File: config.mk
export PLATFORM = sky130hd
export DESIGN_NAME = rect_raster
export DESIGN_NICKNAME = d
export VERILOG_FILES = /design/src/rtl/gpu_pkg.sv /design/src/rtl/rect_raster.sv
export SDC_FILE = /design/constraint.sdc
export NUM_CORES = 1
export LEC_CHECK = 0
export CORE_MARGIN = 2
export CORE_UTILIZATION = 61
export CTS_BUF_LIST = sky130_fd_sc_hd__clkbuf_8 sky130_fd_sc_hd__clkbuf_16
export DETAILED_ROUTE_END_ITERATION = 6
export GPL_TIMING_DRIVEN = 1
export PLACE_DENSITY = 0.85
export SYNTH_ARGS = -nofsm -noshare
export SYNTH_HDL_FRONTEND = slang
export SYNTH_SLANG_ARGS = --single-unit
File: constraint.sdc
create_clock -name CLK -period 8.9 [get_ports CLK]
set_input_delay 1.78 -clock CLK [delete_from_list [all_inputs] [get_ports CLK]]
set_output_delay 1.78 -clock CLK [all_outputs]
set_load 0.03 [all_outputs]
File: src/rtl/gpu_pkg.sv
// gpu_pkg: definitions shared across the draw pipeline.
// Holds the draw opcodes, default coordinate widths, the visible screen size,
// the rect_raster FSM state encoding and the corner normaliser functions
// (used by both the rectangle rasteriser and the line engine).
package gpu_pkg;

    // Draw opcodes as issued by the command decoder
    typedef enum logic [3:0] {
        OP_CF   = 4'd0,
        OP_CD   = 4'd1,
        OP_RF   = 4'd2,
        OP_RD   = 4'd3,
        OP_LD   = 4'd4,
        OP_FU   = 4'd10,
        OP_IDLE = 4'd15
    } gpu_op_t;

    // Default coordinate widths and visible area
    localparam int unsigned GPU_XW       = 9;
    localparam int unsigned GPU_YW       = 8;
    localparam int unsigned GPU_SCREEN_W = 320;
    localparam int unsigned GPU_SCREEN_H = 240;

    // Common width the normaliser works in; callers cast to their own width
    localparam int unsigned GPU_COORD_W  = 16;

    // rect_raster sequencing states
    typedef enum logic [1:0] {
        RR_IDLE  = 2'd0,
        RR_SETUP = 2'd1,
        RR_RUN   = 2'd2,
        RR_FIN   = 2'd3
    } rr_state_t;

    // Corner normaliser: lower of two unsigned coordinates
    function automatic logic [GPU_COORD_W-1:0] span_lo(
        input logic [GPU_COORD_W-1:0] a,
        input logic [GPU_COORD_W-1:0] b
    );
        return (a < b) ? a : b;
    endfunction

    // Corner normaliser: higher of two unsigned coordinates
    function automatic logic [GPU_COORD_W-1:0] span_hi(
        input logic [GPU_COORD_W-1:0] a,
        input logic [GPU_COORD_W-1:0] b
    );
        return (a < b) ? b : a;
    endfunction

endpackage

File: src/rtl/rect_raster.sv
// rect_raster: rectangle rasteriser feeding the X/Y coordinate select stage.
// Takes two corners and a mode (0 = fill / RF, 1 = outline / RD) and emits one
// pixel per valid/ready handshake in row-major order, then pulses DONE.
// Optional feature: define RECT_CLIP_EN to clip the rectangle to
// SCREEN_W x SCREEN_H; without it coordinates are used as given.
module rect_raster
    import gpu_pkg::*;
#(
    parameter int unsigned XW       = GPU_XW,
    parameter int unsigned YW       = GPU_YW,
    parameter int unsigned SCREEN_W = GPU_SCREEN_W,
    parameter int unsigned SCREEN_H = GPU_SCREEN_H
) (
    input  logic          CLK,
    input  logic          RST,
    input  logic          START,
    input  logic          MODE,
    input  logic [XW-1:0] X0,
    input  logic [XW-1:0] X1,
    input  logic [YW-1:0] Y0,
    input  logic [YW-1:0] Y1,
    input  logic          PIX_READY,
    output logic          PIX_VALID,
    output logic [XW-1:0] xOut,
    output logic [YW-1:0] yOut,
    output logic          BUSY,
    output logic          DONE
);

    rr_state_t     state_q;

    // Command captured in IDLE
    logic          mode_q;
    logic [XW-1:0] x0_q;
    logic [XW-1:0] x1_q;
    logic [YW-1:0] y0_q;
    logic [YW-1:0] y1_q;

    // Normalised (and possibly clipped) bounds, loaded in SETUP
    logic [XW-1:0] xmin_q;
    logic [XW-1:0] xmax_q;
    logic [YW-1:0] ymin_q;
    logic [YW-1:0] ymax_q;

    // Registered outputs; x_q/y_q double as the raster position counters
    logic          pix_valid_q;
    logic [XW-1:0] x_q;
    logic [YW-1:0] y_q;
    logic          busy_q;
    logic          done_q;

    // Next-state values
    logic [XW-1:0] xmin_d;
    logic [XW-1:0] xmax_d;
    logic [YW-1:0] ymin_d;
    logic [YW-1:0] ymax_d;
    logic          off_screen_d;
    logic [XW-1:0] x_next_d;
    logic [YW-1:0] y_next_d;
    logic          last_d;

`ifdef RECT_CLIP_EN
    localparam logic [XW-1:0] X_LAST = XW'(SCREEN_W - 1);
    localparam logic [YW-1:0] Y_LAST = YW'(SCREEN_H - 1);
`endif

    // Normalise the captured corners into min/max bounds, clipping if enabled
    always_comb begin
        xmin_d = XW'(span_lo(GPU_COORD_W'(x0_q), GPU_COORD_W'(x1_q)));
        xmax_d = XW'(span_hi(GPU_COORD_W'(x0_q), GPU_COORD_W'(x1_q)));
        ymin_d = YW'(span_lo(GPU_COORD_W'(y0_q), GPU_COORD_W'(y1_q)));
        ymax_d = YW'(span_hi(GPU_COORD_W'(y0_q), GPU_COORD_W'(y1_q)));
`ifdef RECT_CLIP_EN
        // Rectangle starting past the visible area produces no pixels at all
        off_screen_d = (xmin_d > X_LAST) || (ymin_d > Y_LAST);
        // Clamped edge becomes the new right/bottom edge, so outlines close there
        if (xmax_d > X_LAST) begin
            xmax_d = X_LAST;
        end
        if (ymax_d > Y_LAST) begin
            ymax_d = Y_LAST;
        end
`else
        off_screen_d = 1'b0;
`endif
    end

    // Work out the pixel that follows the current one in row-major order
    always_comb begin
        last_d   = (x_q == xmax_q) && (y_q == ymax_q);
        x_next_d = x_q + XW'(1);
        y_next_d = y_q;
        if (x_q == xmax_q) begin
            // End of row: wrap to the left edge of the next row
            x_next_d = xmin_q;
            y_next_d = y_q + YW'(1);
        end else if (mode_q && (y_q > ymin_q) && (y_q < ymax_q) && (x_q == xmin_q)) begin
            // Outline interior row: only the two side pixels are drawn
            x_next_d = xmax_q;
        end
    end

    // Sequencing FSM with all outputs registered
    always_ff @(posedge CLK or posedge RST) begin
        if (RST) begin
            state_q     <= RR_IDLE;
            mode_q      <= 1'b0;
            x0_q        <= '0;
            x1_q        <= '0;
            y0_q        <= '0;
            y1_q        <= '0;
            xmin_q      <= '0;
            xmax_q      <= '0;
            ymin_q      <= '0;
            ymax_q      <= '0;
            pix_valid_q <= 1'b0;
            x_q         <= '0;
            y_q         <= '0;
            busy_q      <= 1'b0;
            done_q      <= 1'b0;
        end else begin
            case (state_q)
                RR_IDLE: begin
                    done_q <= 1'b0;
                    if (START) begin
                        mode_q  <= MODE;
                        x0_q    <= X0;
                        x1_q    <= X1;
                        y0_q    <= Y0;
                        y1_q    <= Y1;
                        busy_q  <= 1'b1;
                        state_q <= RR_SETUP;
                    end
                end
                RR_SETUP: begin
                    xmin_q <= xmin_d;
                    xmax_q <= xmax_d;
                    ymin_q <= ymin_d;
                    ymax_q <= ymax_d;
                    if (off_screen_d) begin
                        done_q  <= 1'b1;
                        state_q <= RR_FIN;
                    end else begin
                        x_q         <= xmin_d;
                        y_q         <= ymin_d;
                        pix_valid_q <= 1'b1;
                        state_q     <= RR_RUN;
                    end
                end
                RR_RUN: begin
                    if (pix_valid_q && PIX_READY) begin
                        if (last_d) begin
                            pix_valid_q <= 1'b0;
                            done_q      <= 1'b1;
                            state_q     <= RR_FIN;
                        end else begin
                            x_q <= x_next_d;
                            y_q <= y_next_d;
                        end
                    end
                end
                RR_FIN: begin
                    done_q  <= 1'b0;
                    busy_q  <= 1'b0;
                    state_q <= RR_IDLE;
                end
                default: begin
                    state_q <= RR_IDLE;
                end
            endcase
        end
    end

    assign PIX_VALID = pix_valid_q;
    assign xOut      = x_q;
    assign yOut      = y_q;
    assign BUSY      = busy_q;
    assign DONE      = done_q;

endmodule

# ---- Word-level counts from Yosys, hierarchy flattened
# Index checks and enable logic that the tools add are counted.
dict set report totals {
  register_bits 91
}
dict set report op_classes {
  mux 25
  n_bitwise 1
  eq_ne 11
  n_lt_le_gt_ge 4
  n_reduce_logical 16
  add_sub_neg 2
}
# cell count
set ops {}
lappend ops {{9-bit 2-to-1 mux} 6}
lappend ops {{8-bit 2-to-1 mux} 5}
lappend ops {{9-bit equality test} 2}
lappend ops {{9-bit one-hot mux with 2 select lines} 1}
lappend ops {{8-bit less-than comparator} 2}
lappend ops {{8-bit one-hot mux with 2 select lines} 1}
lappend ops {{3-bit AND reduction} 4}
lappend ops {{2-bit != test, second input constant} 5}
lappend ops {{9-bit by 1-bit adder with 9-bit output, second input constant} 1}
lappend ops {{9-bit less-than comparator} 1}
lappend ops {{8-bit by 1-bit adder with 8-bit output, second input constant} 1}
lappend ops {{8-bit equality test} 1}
lappend ops {{8-bit > comparator} 1}
lappend ops {{2-bit one-hot mux with 4 select lines} 1}
lappend ops {{2-bit 2-to-1 mux} 3}
lappend ops {{1-bit one-hot mux with 2 select lines} 3}
lappend ops {{1-bit logical AND} 5}
lappend ops {{1-bit 2-to-1 mux} 5}
lappend ops {{2-bit equality test, second input constant} 2}
lappend ops {{2-bit AND reduction} 2}
lappend ops {{4-bit AND reduction} 1}
lappend ops {{2-bit nonzero test} 2}
lappend ops {{2-bit by 1-bit equality test with 1-bit output, second input constant} 1}
lappend ops {{2-bit logical NOT} 1}
lappend ops {{2 further kinds} 2}

# ---- Logic depth before layout (Yosys ltp)
# Gate-level depths: netlist of run 1.
dict set report logic_depth {
  word_depth 9
  mapped_depth 12
  mapped_depth_nobuf 9
}

# ---- Worst setup path after synthesis of run 1
# OpenSTA, ideal clock, no wires.
dict set report synth_timing {
  path_kind {input to register}
  from {input port PIX_READY}
  to {register y_q[2], in the netlist yOut[2]}
  setup_time_ps 77
  required_ps 8823
  slack_ps 5820
  stages 9
  t_arrival_ps 3003
  path_cell_list {nand3_1 -> nand2_1 -> o41a_1 -> buf_2 -> a21boi_4 -> buf_6 -> nor2_1 -> a31o_2 -> a21oi_1}
}
dict set report synth_via {
  elab_chain_len 3
}
# item line_no
set synth_lines {}
lappend synth_lines {{from (decl)} rect_raster.sv:22} ;# input logic PIX_READY,
lappend synth_lines {{1-bit logical AND} rect_raster.sv:151} ;# if (pix_valid_q && PIX_READY) begin
lappend synth_lines {{2-bit != test (no source line)} -}
lappend synth_lines {{4-bit AND reduction (no source line)} -}
lappend synth_lines {{to (signal assigned)} rect_raster.sv:145} ;# y_q <= ymin_d;
lappend synth_lines {{to (signal assigned)} rect_raster.sv:158} ;# y_q <= y_next_d;
lappend synth_lines {{to (decl)} rect_raster.sv:48} ;# logic [YW-1:0] y_q;
# Every way passes these cells.
# A chain may end at the register's enable or synchronous reset.

# ---- Worst setup path in the final report of run 1
# Ends and elaborated chain as after synthesis.

==> metrics.yaml, run 1 <==
outcome: "finished clean"
drtAntennaViolNets: 0
endpoint_kind: "flip-flop"
drv_slew: 0
grt_start_max_net_pins: 92
core_sq_mm: 0.008636
hp-class: "flip-flop to flip-flop"
ctsHoldBuffers: 0
slew_headroom_pct: 19.90
die-height_um: 97.95
final_cell_area_sq_mm: 0.006210
rsz0062_at_grt: "false"
antenna_found_initial: 0
seqCellArea_sq_mm: 0.002277
utilization_pct: 71.91
grt_util_all_layers_pct: 25.59
post-place-cells: 675
worstSetupStartpointType: "input port"
crit_arrival_ns: 3.92
place_congestion: 0.9198
io_buffers: 58
fp.dieW_um: 97.95
num_vias: 4238
syn_nets: 607
yosysSeqAreaShare_pct: 42.30
syn-cell-area_sq_mm: 0.005384
firstDrtPassIters: 5
clk_latency_ns: 0.37
detail_route.wl_per_cell_um: 17.53
leakage_nw: 2.846
crit_family: "compound AO/OA/AOI/OAI gates"
h-tree-depth: 3
fmax_ghz: 0.2753
routed_via_density: 6.133
fillers: 632
synthArstFlopShare_pct: 100.0
final.period_utilization_pct: 40.81
place_area_sq_mm: 0.006008
path_clk_slew_ns: 0.09
synth_area_per_cell_sq_um: 10.14
cp_slowest_cell: "clkdlybuf4s50_1"
critPathKind: "input port to flip-flop"
crit_required_ns: 9.19
pin_count: 59
cts_sinks: 91
synth_edf_count: 0
finalSetupTns_ns: 0
syn2layout_area_growth_pct: 15.34
postCtsSetupBuffers: 0
max_stage_delay_ns: 0.52
synthCells: 531
nNetsFinal: 654
cts_root_buffer: "clkbuf_8"
clockBufferDepth: 2
fin_skew_ns: 0.01410
cts_resized: 0
insertedDiodeCount: 0
yosysUniqueCellTypes: 50
drive_above_1_share_pct: 13.04
cts_made_buffers: 9
first_iter_violations: 372
setup_viol: 0
hold_viol_final: 0
irDropWorstVdd_v: 0.0002308
grt_pass1_vias: 4023
multi_input_area_sq_mm: 0.002853
path_max_fanout: 15
grt_first_pass_wirelength_um: 19840
remaining_drc_errors: 0
p_per_area_mw_per_mm2: 437.8
drt-total-wl_um: 12110
worstMarginPinSlew_ns: 1.201
dp_hpwl_um: 8432
die-area_sq_mm: 0.009593
num_rows: 34
critPathBufInv: 1
cts_tree: "yes"
ys_warn_count: 0
finalCriticalPeriod_ns: 3.632
crit_chain: "clkdlybuf4s50_1 > nand3_1 > nand2_1 > o41a_1 > a21boi_4 > nor2_1 > a31o_2 > a21oi_1"
grt_overflow: 0
final_cell_count_no_fill: 691
initial_utilization_pct: 62.34
ys.flop_type: "dfrtp_1"
ys_seq_elements: 91
drv_cap: 0
## through the flow
stage	hold slack [ns]	setup slack (ns)	total power, W
4_1_cts	0.5368	5.318	0.002704
3_5_place_dp	0.5155	4.947	0.002394
3_3_place_gp	0.4903	5.091	0.002310
6_report	0.5307	5.268	0.002719
5_1_grt	0.5494	5.115	0.002916
2_1_floorplan	0.4794	4.756	0.001996
## routing by layer
metal,global-route usage (%),up-vias,share of wire (%)
met3,3.006,23,6.5
met4,8.440,0,2.0
met1,38.03,2059,45
met5,0,-,0
li1,-,1990,-
met2,39.46,166,47
## synthesized netlist by cell type, types with 3 or more instances
master     count  share of area (%)
xor2_1         3               0.49
ha_1          37                8.6
a21oi_1       57                5.3
dfrtp_1       91                 42
clkbuf_1      17                1.2
a31oi_1        4               0.46
nand4_1        9                1.0
nor2b_1        4               0.46
nand3_1       10               0.93
o311a_2        3               0.63
nand2_1       19                1.3
o21ai_1        6               0.56
o2bb2ai_1      3               0.49
a31o_2         6               0.98
o21a_1         3               0.42
o211ai_1       3               0.42
a2bb2oi_1      3               0.49
mux2i_1       36                6.7
o21ai_0       10               0.93
and3_1         6               0.70
nand2b_1       4               0.46
xnor2_1       21                3.4
mux2_2        38                7.9
inv_1         37                2.6
buf_2          4               0.37
nor4_1         3               0.35
nor2_1        53                3.7
o22ai_1        7               0.81
or3_1          3               0.35
a21o_1         4               0.56
## cell type report
type	count	area share (%)
timing repair buffer	61	9.712
clock buffer	10	2.216
sequential	91	36.67
tap	108	2.176
multi-input combinational	378	45.94
inverter	37	2.257
clock inverter	6	1.028
## where the power goes
part	internal, W	total (W)	switching [W]
clock	0.000138	0.000289	0.000152
combinational	0.000713	0.00155	0.000834
sequential	0.000627	0.000882	0.000255
total	0.00148	0.00272	0.00124
## worst paths after layout
path                                         from                  end  slack (ns)  cells past startpoint
max                                     PIX_READY  yOut[2]$_DFFE_PP0P_        5.27                      8
min                              DONE$_DFFE_PP0P_     DONE$_DFFE_PP0P_        0.53                      1
max reg2reg                state_q[1]$_DFFE_PP0P_  yOut[2]$_DFFE_PP0P_        5.37                     10
min reg2reg                      DONE$_DFFE_PP0P_     DONE$_DFFE_PP0P_        0.53                      1
max in group asynchronous                     RST  xOut[1]$_DFFE_PP0P_        6.09                      3
min in group asynchronous                     RST  x0_q[0]$_DFFE_PP0P_        2.10                      3
## flip-flops by register name, summed over array words and instances (netlist names), 2 cells and up
signal / cells
ymin_q: 8
xmax_q: 9
xmin_q: 9
x1_q: 9
yOut: 8
ymax_q: 8
state_q: 2
x0_q: 9
xOut: 9
y0_q: 8
y1_q: 8
## worst register-to-register path: stages, from the launching register on
cell and delay (ns):
dfrtp_1 0.42, inv_1 0.09, ha_2 0.16, buf_4 0.56, nor2b_1 0.71, or3_1 0.23, o41a_1 0.36, a21boi_4 0.47
nor2_1 0.10, a31o_2 0.23, a21oi_1 0.13
## cells by family (layout without fill, tap and decap cells)
family          count (synthesis)  in the layout  synth area share [%]
compound gates                123            123                 14.66
simple gates                  118            118                 10.57
flops                          91             91                 42.30
mux                            76             76                 15.13
buf+inv                        62            114                 4.834
fa+ha+maj                      37             37                 8.599
xor+xnor                       24             24                 3.904
## cells in the final DEF (no fill, tap or decap), types with 19 or more instances in the layout
cell	instances
nand2_1	19
xnor2_1	21
mux2_2	38
nor2_1	53
a21oi_1	56
dfrtp_1	91
mux2i_1	36
inv_1	37
clkdlybuf4s50_1	58
ha_1	36
Power figures use the tool's default switching activity.
==> run 2, diff against run 1 <==
--- a/config.mk
+++ b/config.mk
@@ -6,11 +6,11 @@
 export NUM_CORES = 1
 export LEC_CHECK = 0
 export CORE_MARGIN = 2
-export CORE_UTILIZATION = 61
+export CORE_UTILIZATION = 57
 export CTS_BUF_LIST = sky130_fd_sc_hd__clkbuf_8 sky130_fd_sc_hd__clkbuf_16
 export DETAILED_ROUTE_END_ITERATION = 6
 export GPL_TIMING_DRIVEN = 1
-export PLACE_DENSITY = 0.85
+export PLACE_DENSITY = 0.81
 export SYNTH_ARGS = -nofsm -noshare
 export SYNTH_HDL_FRONTEND = slang
 export SYNTH_SLANG_ARGS = --single-unit
==> constraint.sdc (replaced) <==
create_clock -name CLK -period 3.4 [get_ports CLK]
set_input_delay 0.68 -clock CLK [delete_from_list [all_inputs] [get_ports CLK]]
set_output_delay 0.68 -clock CLK [all_outputs]
set_load 0.03 [all_outputs]
==> metrics.yaml, run 2 (same netlist as run 1, synthesis figures left out) <==
seqPwrFrac_pct: 32.4
outcome: "finished clean"
first_iter_violations: 268
setup_viol: 0
grt_overflow: 0
crit_arrival_ns: 3.23
startpoint: "x0_q[6]$_DFFE_PP0P_"
r2r_end: "xOut[2]$_DFFE_PP0P_"
finalCriticalPeriod_ns: 2.988
fin_total_pwr_w: 0.007100
ctsHoldBuffers: 0
path_clk_slew_ns: 0.09
grt_first_pass_wirelength_um: 19620
num_rows: 35
fmax_ghz: 0.3347
rrSetupSlack_ns: 0.41
final_cell_mix: "dfrtp_1, clkdlybuf4s50_1, a21oi_1"
rsz0062_at_grt: "false"
clockBufferDepth: 2
hold_start: "mode_q$_DFFE_PP0P_"
io_buffers: 58
crit_required_ns: 3.64
cts_sinks: 91
routed_via_density: 5.959
initial_utilization_pct: 58.54
hp-class: "flip-flop to flip-flop"
p_sw_w: 0.003197
postCtsSetupBuffers: 0
insertedDiodeCount: 0
endpoint_kind: "flip-flop"
leakage_nw: 2.873
worstMarginPinSlew_ns: 1.021
finalSetupTns_ns: 0
fp.dieW_um: 101.2
clk_latency_ns: 0.36
p_per_area_mw_per_mm2: 1133
netSwitchingFraction_pct: 45.02
drv_cap: 0
utilization_pct: 68.15
path_max_fanout: 11
die-height_um: 101.2
post-place-cells: 685
crit_end: "xOut[2]$_DFFE_PP0P_"
fin_skew_ns: 0.009086
antenna_found_initial: 0
internal-power_w: 0.003903
syn2layout_area_growth_pct: 16.41
reg2reg_from: "x0_q[6]$_DFFE_PP0P_"
dp_hpwl_um: 8739
final.period_utilization_pct: 87.88
critPathKind: "flip-flop to flip-flop"
pin_count: 59
cts_resized: 0
layout_commonest_cell: "dfrtp_1"
drtAntennaViolNets: 0
drt-total-wl_um: 11980
irDropWorstVdd_v: 0.0004688
drive_above_1_share_pct: 14.07
detail_route.wl_per_cell_um: 17.08
hold_ws_ns: 0.5175
h-tree-depth: 3
cts_tree: "yes"
slew_headroom_pct: 31.72
pwr-share-comb_pct: 57.0
grt_util_all_layers_pct: 24.47
clkPwrFrac_pct: 10.7
num_vias: 4177
grt_start_max_net_pins: 50
worstSetupStartpointType: "flip-flop"
core_sq_mm: 0.009196
hold_viol_final: 0
fillers: 709
final_cell_count_no_fill: 701
rr_worst_depth: 9
drv_slew: 0
place_congestion: 0.8844
cts_root_buffer: "clkbuf_8"
die-area_sq_mm: 0.01024
firstDrtPassIters: 5
grt_pass1_vias: 3971
remaining_drc_errors: 0
cts_made_buffers: 9
nNetsFinal: 661
-- run 2: per-stage QoR --
stage / setup slack (ns) / cell area, sq um
finish: 0.4119 / 6267
detailed placement: 0.4661 / 6065
global route: 0.08920 / 6267
global placement: 0.5287 / 6065
CTS: 0.4426 / 6267
floorplan: 0.3564 / 5384
-- run 2: power groups by stage --
stage | clock network (W) | registers, W | logic [W]
after floorplan | 0 | 0.00229 | 0.00293
after global routing | 0.000816 | 0.00238 | 0.00443
after CTS | 0.000772 | 0.00229 | 0.00404
after detailed placement | 0 | 0.00230 | 0.00400
final | 0.000758 | 0.00230 | 0.00404
after global placement | 0 | 0.00226 | 0.00384
-- run 2: cell type report --
cell class	count	area [sq um]	share of cell area, %
tap	111	138.9	2.216
multi-input combinational	378	2853	45.52
clock buffer	10	137.6	2.196
sequential	91	2277	36.33
clock inverter	6	65.06	1.038
inverter	37	140.1	2.236
timing repair buffer	68	655.6	10.46
-- run 2: how the worst min path moves through the flow --
stage | end | slack (ns) | depth (start not counted)
after floorplan | mode_q$_DFFE_PP0P_ | 0.48 | 1
after global placement | mode_q$_DFFE_PP0P_ | 0.49 | 1
after detailed placement | mode_q$_DFFE_PP0P_ | 0.50 | 1
after CTS | mode_q$_DFFE_PP0P_ | 0.52 | 1
after global routing | DONE$_DFFE_PP0P_ | 0.54 | 1
final | mode_q$_DFFE_PP0P_ | 0.52 | 1
-- run 2: per-layer routing --
metal / vias up / track usage (%) / share of wire (%)
met1: 2025 / 36.31 / 48
li1: 2002 / - / -
met5: - / 0 / 0
met2: 132 / 37.85 / 46
met4: 0 / 8.420 / 1.5
met3: 18 / 2.553 / 4.5
-- run 2: critical path, cell delays in order (launching register included) --
cell       delay [ns]
dfrtp_1          0.42
ha_1             0.34
and4_1           0.21
a2111oi_0        0.32
o21ai_0          0.17
a21oi_2          0.49
buf_4            0.32
mux2i_1          0.36
a21oi_1          0.12
o31a_1           0.11
==> run 3, diff against run 2 <==
--- a/config.mk
+++ b/config.mk
@@ -5,6 +5,7 @@
 export SDC_FILE = /design/constraint.sdc
 export NUM_CORES = 1
 export LEC_CHECK = 0
+export CORE_ASPECT_RATIO = 0.6
 export CORE_MARGIN = 2
 export CORE_UTILIZATION = 57
 export CTS_BUF_LIST = sky130_fd_sc_hd__clkbuf_8 sky130_fd_sc_hd__clkbuf_16
==> metrics.yaml, run 3 (same netlist as run 1, synthesis figures left out) <==
outcome: "finished clean"
grt_first_pass_wirelength_um: 21780
firstDrtPassIters: 5
clk_latency_ns: 0.34
cts_tree: "yes"
grt_util_all_layers_pct: 27.85
grt_pass1_vias: 4177
irDropWorstVdd_v: 0.0005527
insertedDiodeCount: 0
die-height_um: 79.28
crit_family: "compound AO/OA/AOI/OAI gates"
max_stage_delay_ns: 0.47
ctsHoldBuffers: 0
endpoint_kind: "flip-flop"
cts_made_buffers: 9
internal-power_w: 0.004029
routed_via_density: 5.923
cts_sinks: 91
netSwitchingFraction_pct: 45.68
worstSetupStartpointType: "flip-flop"
crit_chain: "ha_1 > a2111oi_0 > nor2b_1 > o21ai_0 > o211ai_2 > mux2i_1 > a21oi_1 > mux2_4"
syn2layout_area_growth_pct: 17.85
detail_route.wl_per_cell_um: 18.57
cts_resized: 0
seqPwrFrac_pct: 31.7
drv_cap: 0
final_cell_area_sq_mm: 0.006345
finalCriticalPeriod_ns: 2.822
path_max_fanout: 16
fmax_ghz: 0.3544
place_area_sq_mm: 0.006086
dp_hpwl_um: 9749
setup_viol: 0
fp.dieW_um: 129.5
h-tree-depth: 3
core_sq_mm: 0.009189
p_per_area_mw_per_mm2: 1169
antenna_found_initial: 0
critPathBufInv: 0
place_congestion: 0.9116
final_cell_mix: "dfrtp_1, clkdlybuf4s50_1, a21oi_1"
finalSetupTns_ns: 0
io_buffers: 58
postCtsSetupBuffers: 0
worstMarginPinSlew_ns: 1.053
cts_root_buffer: "clkbuf_16"
clockBufferDepth: 2
initial_utilization_pct: 58.59
drt-total-wl_um: 13290
path_clk_slew_ns: 0.06
slew_headroom_pct: 29.62
num_rows: 27
grt_overflow: 0
grt_start_max_net_pins: 92
die-area_sq_mm: 0.01026
crit_arrival_ns: 3.05
remaining_drc_errors: 0
drv_slew: 0
hp-class: "flip-flop to flip-flop"
pwr-share-comb_pct: 56.3
clkPwrFrac_pct: 12.0
leakage_nw: 2.900
hold_viol_final: 0
critPathKind: "flip-flop to flip-flop"
cp_slowest_cell: "a2111oi_0"
fin_skew_ns: 0.004559
num_vias: 4241
pin_count: 59
first_iter_violations: 459
drive_above_1_share_pct: 13.48
layout_commonest_cell: "dfrtp_1"
nNetsFinal: 659
drtAntennaViolNets: 0
p_sw_w: 0.003388
rsz0062_at_grt: "false"
crit_required_ns: 3.62
final.period_utilization_pct: 82.99
-- run 3: changes by cell type in the layout (fill, tap and decap cells not counted) --
cell	change
clkbuf_8	-10
clkbuf_16	+9
buf_12	+1
clkinvlp_4	-2
clkinv_4	+2
bufinv_16	-1
clkinv_2	+1
inv_6	-1
buf_4	-3
-- run 3: power groups by stage --
| stage | Clock [W] | Combinational (W) | Sequential, W |
|---|---|---|---|
| floorplan | 0 | 0.00293 | 0.00229 |
| global placement | 0 | 0.00391 | 0.00229 |
| detailed placement | 0 | 0.00409 | 0.00235 |
| CTS | 0.000907 | 0.00414 | 0.00233 |
| global route | 0.000959 | 0.00457 | 0.00244 |
| finish | 0.000890 | 0.00418 | 0.00235 |
-- run 3: metrics by stage --
step	worst slack (ns)	cells	hold WS [ns]	total power [W]	util [%]
2_1_floorplan	0.3564	531	0.4794	0.005224	-
3_3_place_gp	0.6607	702	0.4983	0.006206	66.23
3_5_place_dp	0.6285	702	0.5156	0.006439	66.23
4_1_cts	0.5967	716	0.5296	0.007370	69.05
5_1_grt	0.3021	716	0.5431	0.007968	69.05
6_report	0.5784	716	0.5260	0.007418	69.05
-- run 3: area by class of cell --
type                            count  area, sq um
Clock inverter                      5        33.78
Clock buffer                        9        225.2
Multi-Input combinational cell    378         2853
Inverter                           37        140.1
Timing Repair Buffer               66        653.1
Sequential cell                    91         2277
Tap cell                          130        162.7
Fill cell                         720         2844
-- run 3: final timing paths --
check / startpoint / end / slack, ns / cells past startpoint
worst max-delay path: y0_q[5]$_DFFE_PP0P_ / yOut[1]$_DFFE_PP0P_ / 0.58 / 8
worst min-delay path: ymax_q[2]$_DFFE_PP0P_ / ymax_q[2]$_DFFE_PP0P_ / 0.53 / 2
worst max register to register: y0_q[5]$_DFFE_PP0P_ / yOut[1]$_DFFE_PP0P_ / 0.58 / 8
worst min register to register: ymax_q[2]$_DFFE_PP0P_ / ymax_q[2]$_DFFE_PP0P_ / 0.53 / 2
max in group asynchronous: RST / yOut[7]$_DFFE_PP0P_ / 2.24 / 3
min in group asynchronous: RST / x1_q[2]$_DFFE_PP0P_ / 0.75 / 3
-- run 3: per-layer routing --
| layer | vias up | wire, um | share of wire, % | global-route usage [%] |
|---|---|---|---|---|
| li1 | 1993 | - | - | - |
| met1 | 2059 | 6556 | 49 | 42.12 |
| met2 | 176 | 5531 | 42 | 39.53 |
| met3 | 13 | 1110 | 8.4 | 8.086 |
| met4 | 0 | 95 | 0.71 | 5.914 |
| met5 | - | 0 | 0 | 0 |
-- run 3: worst min-delay path, cell delays in order (launching register included) --
cell	delay [ns]
dfrtp_1	0.34
nor2_1	0.05
a21oi_1	0.10
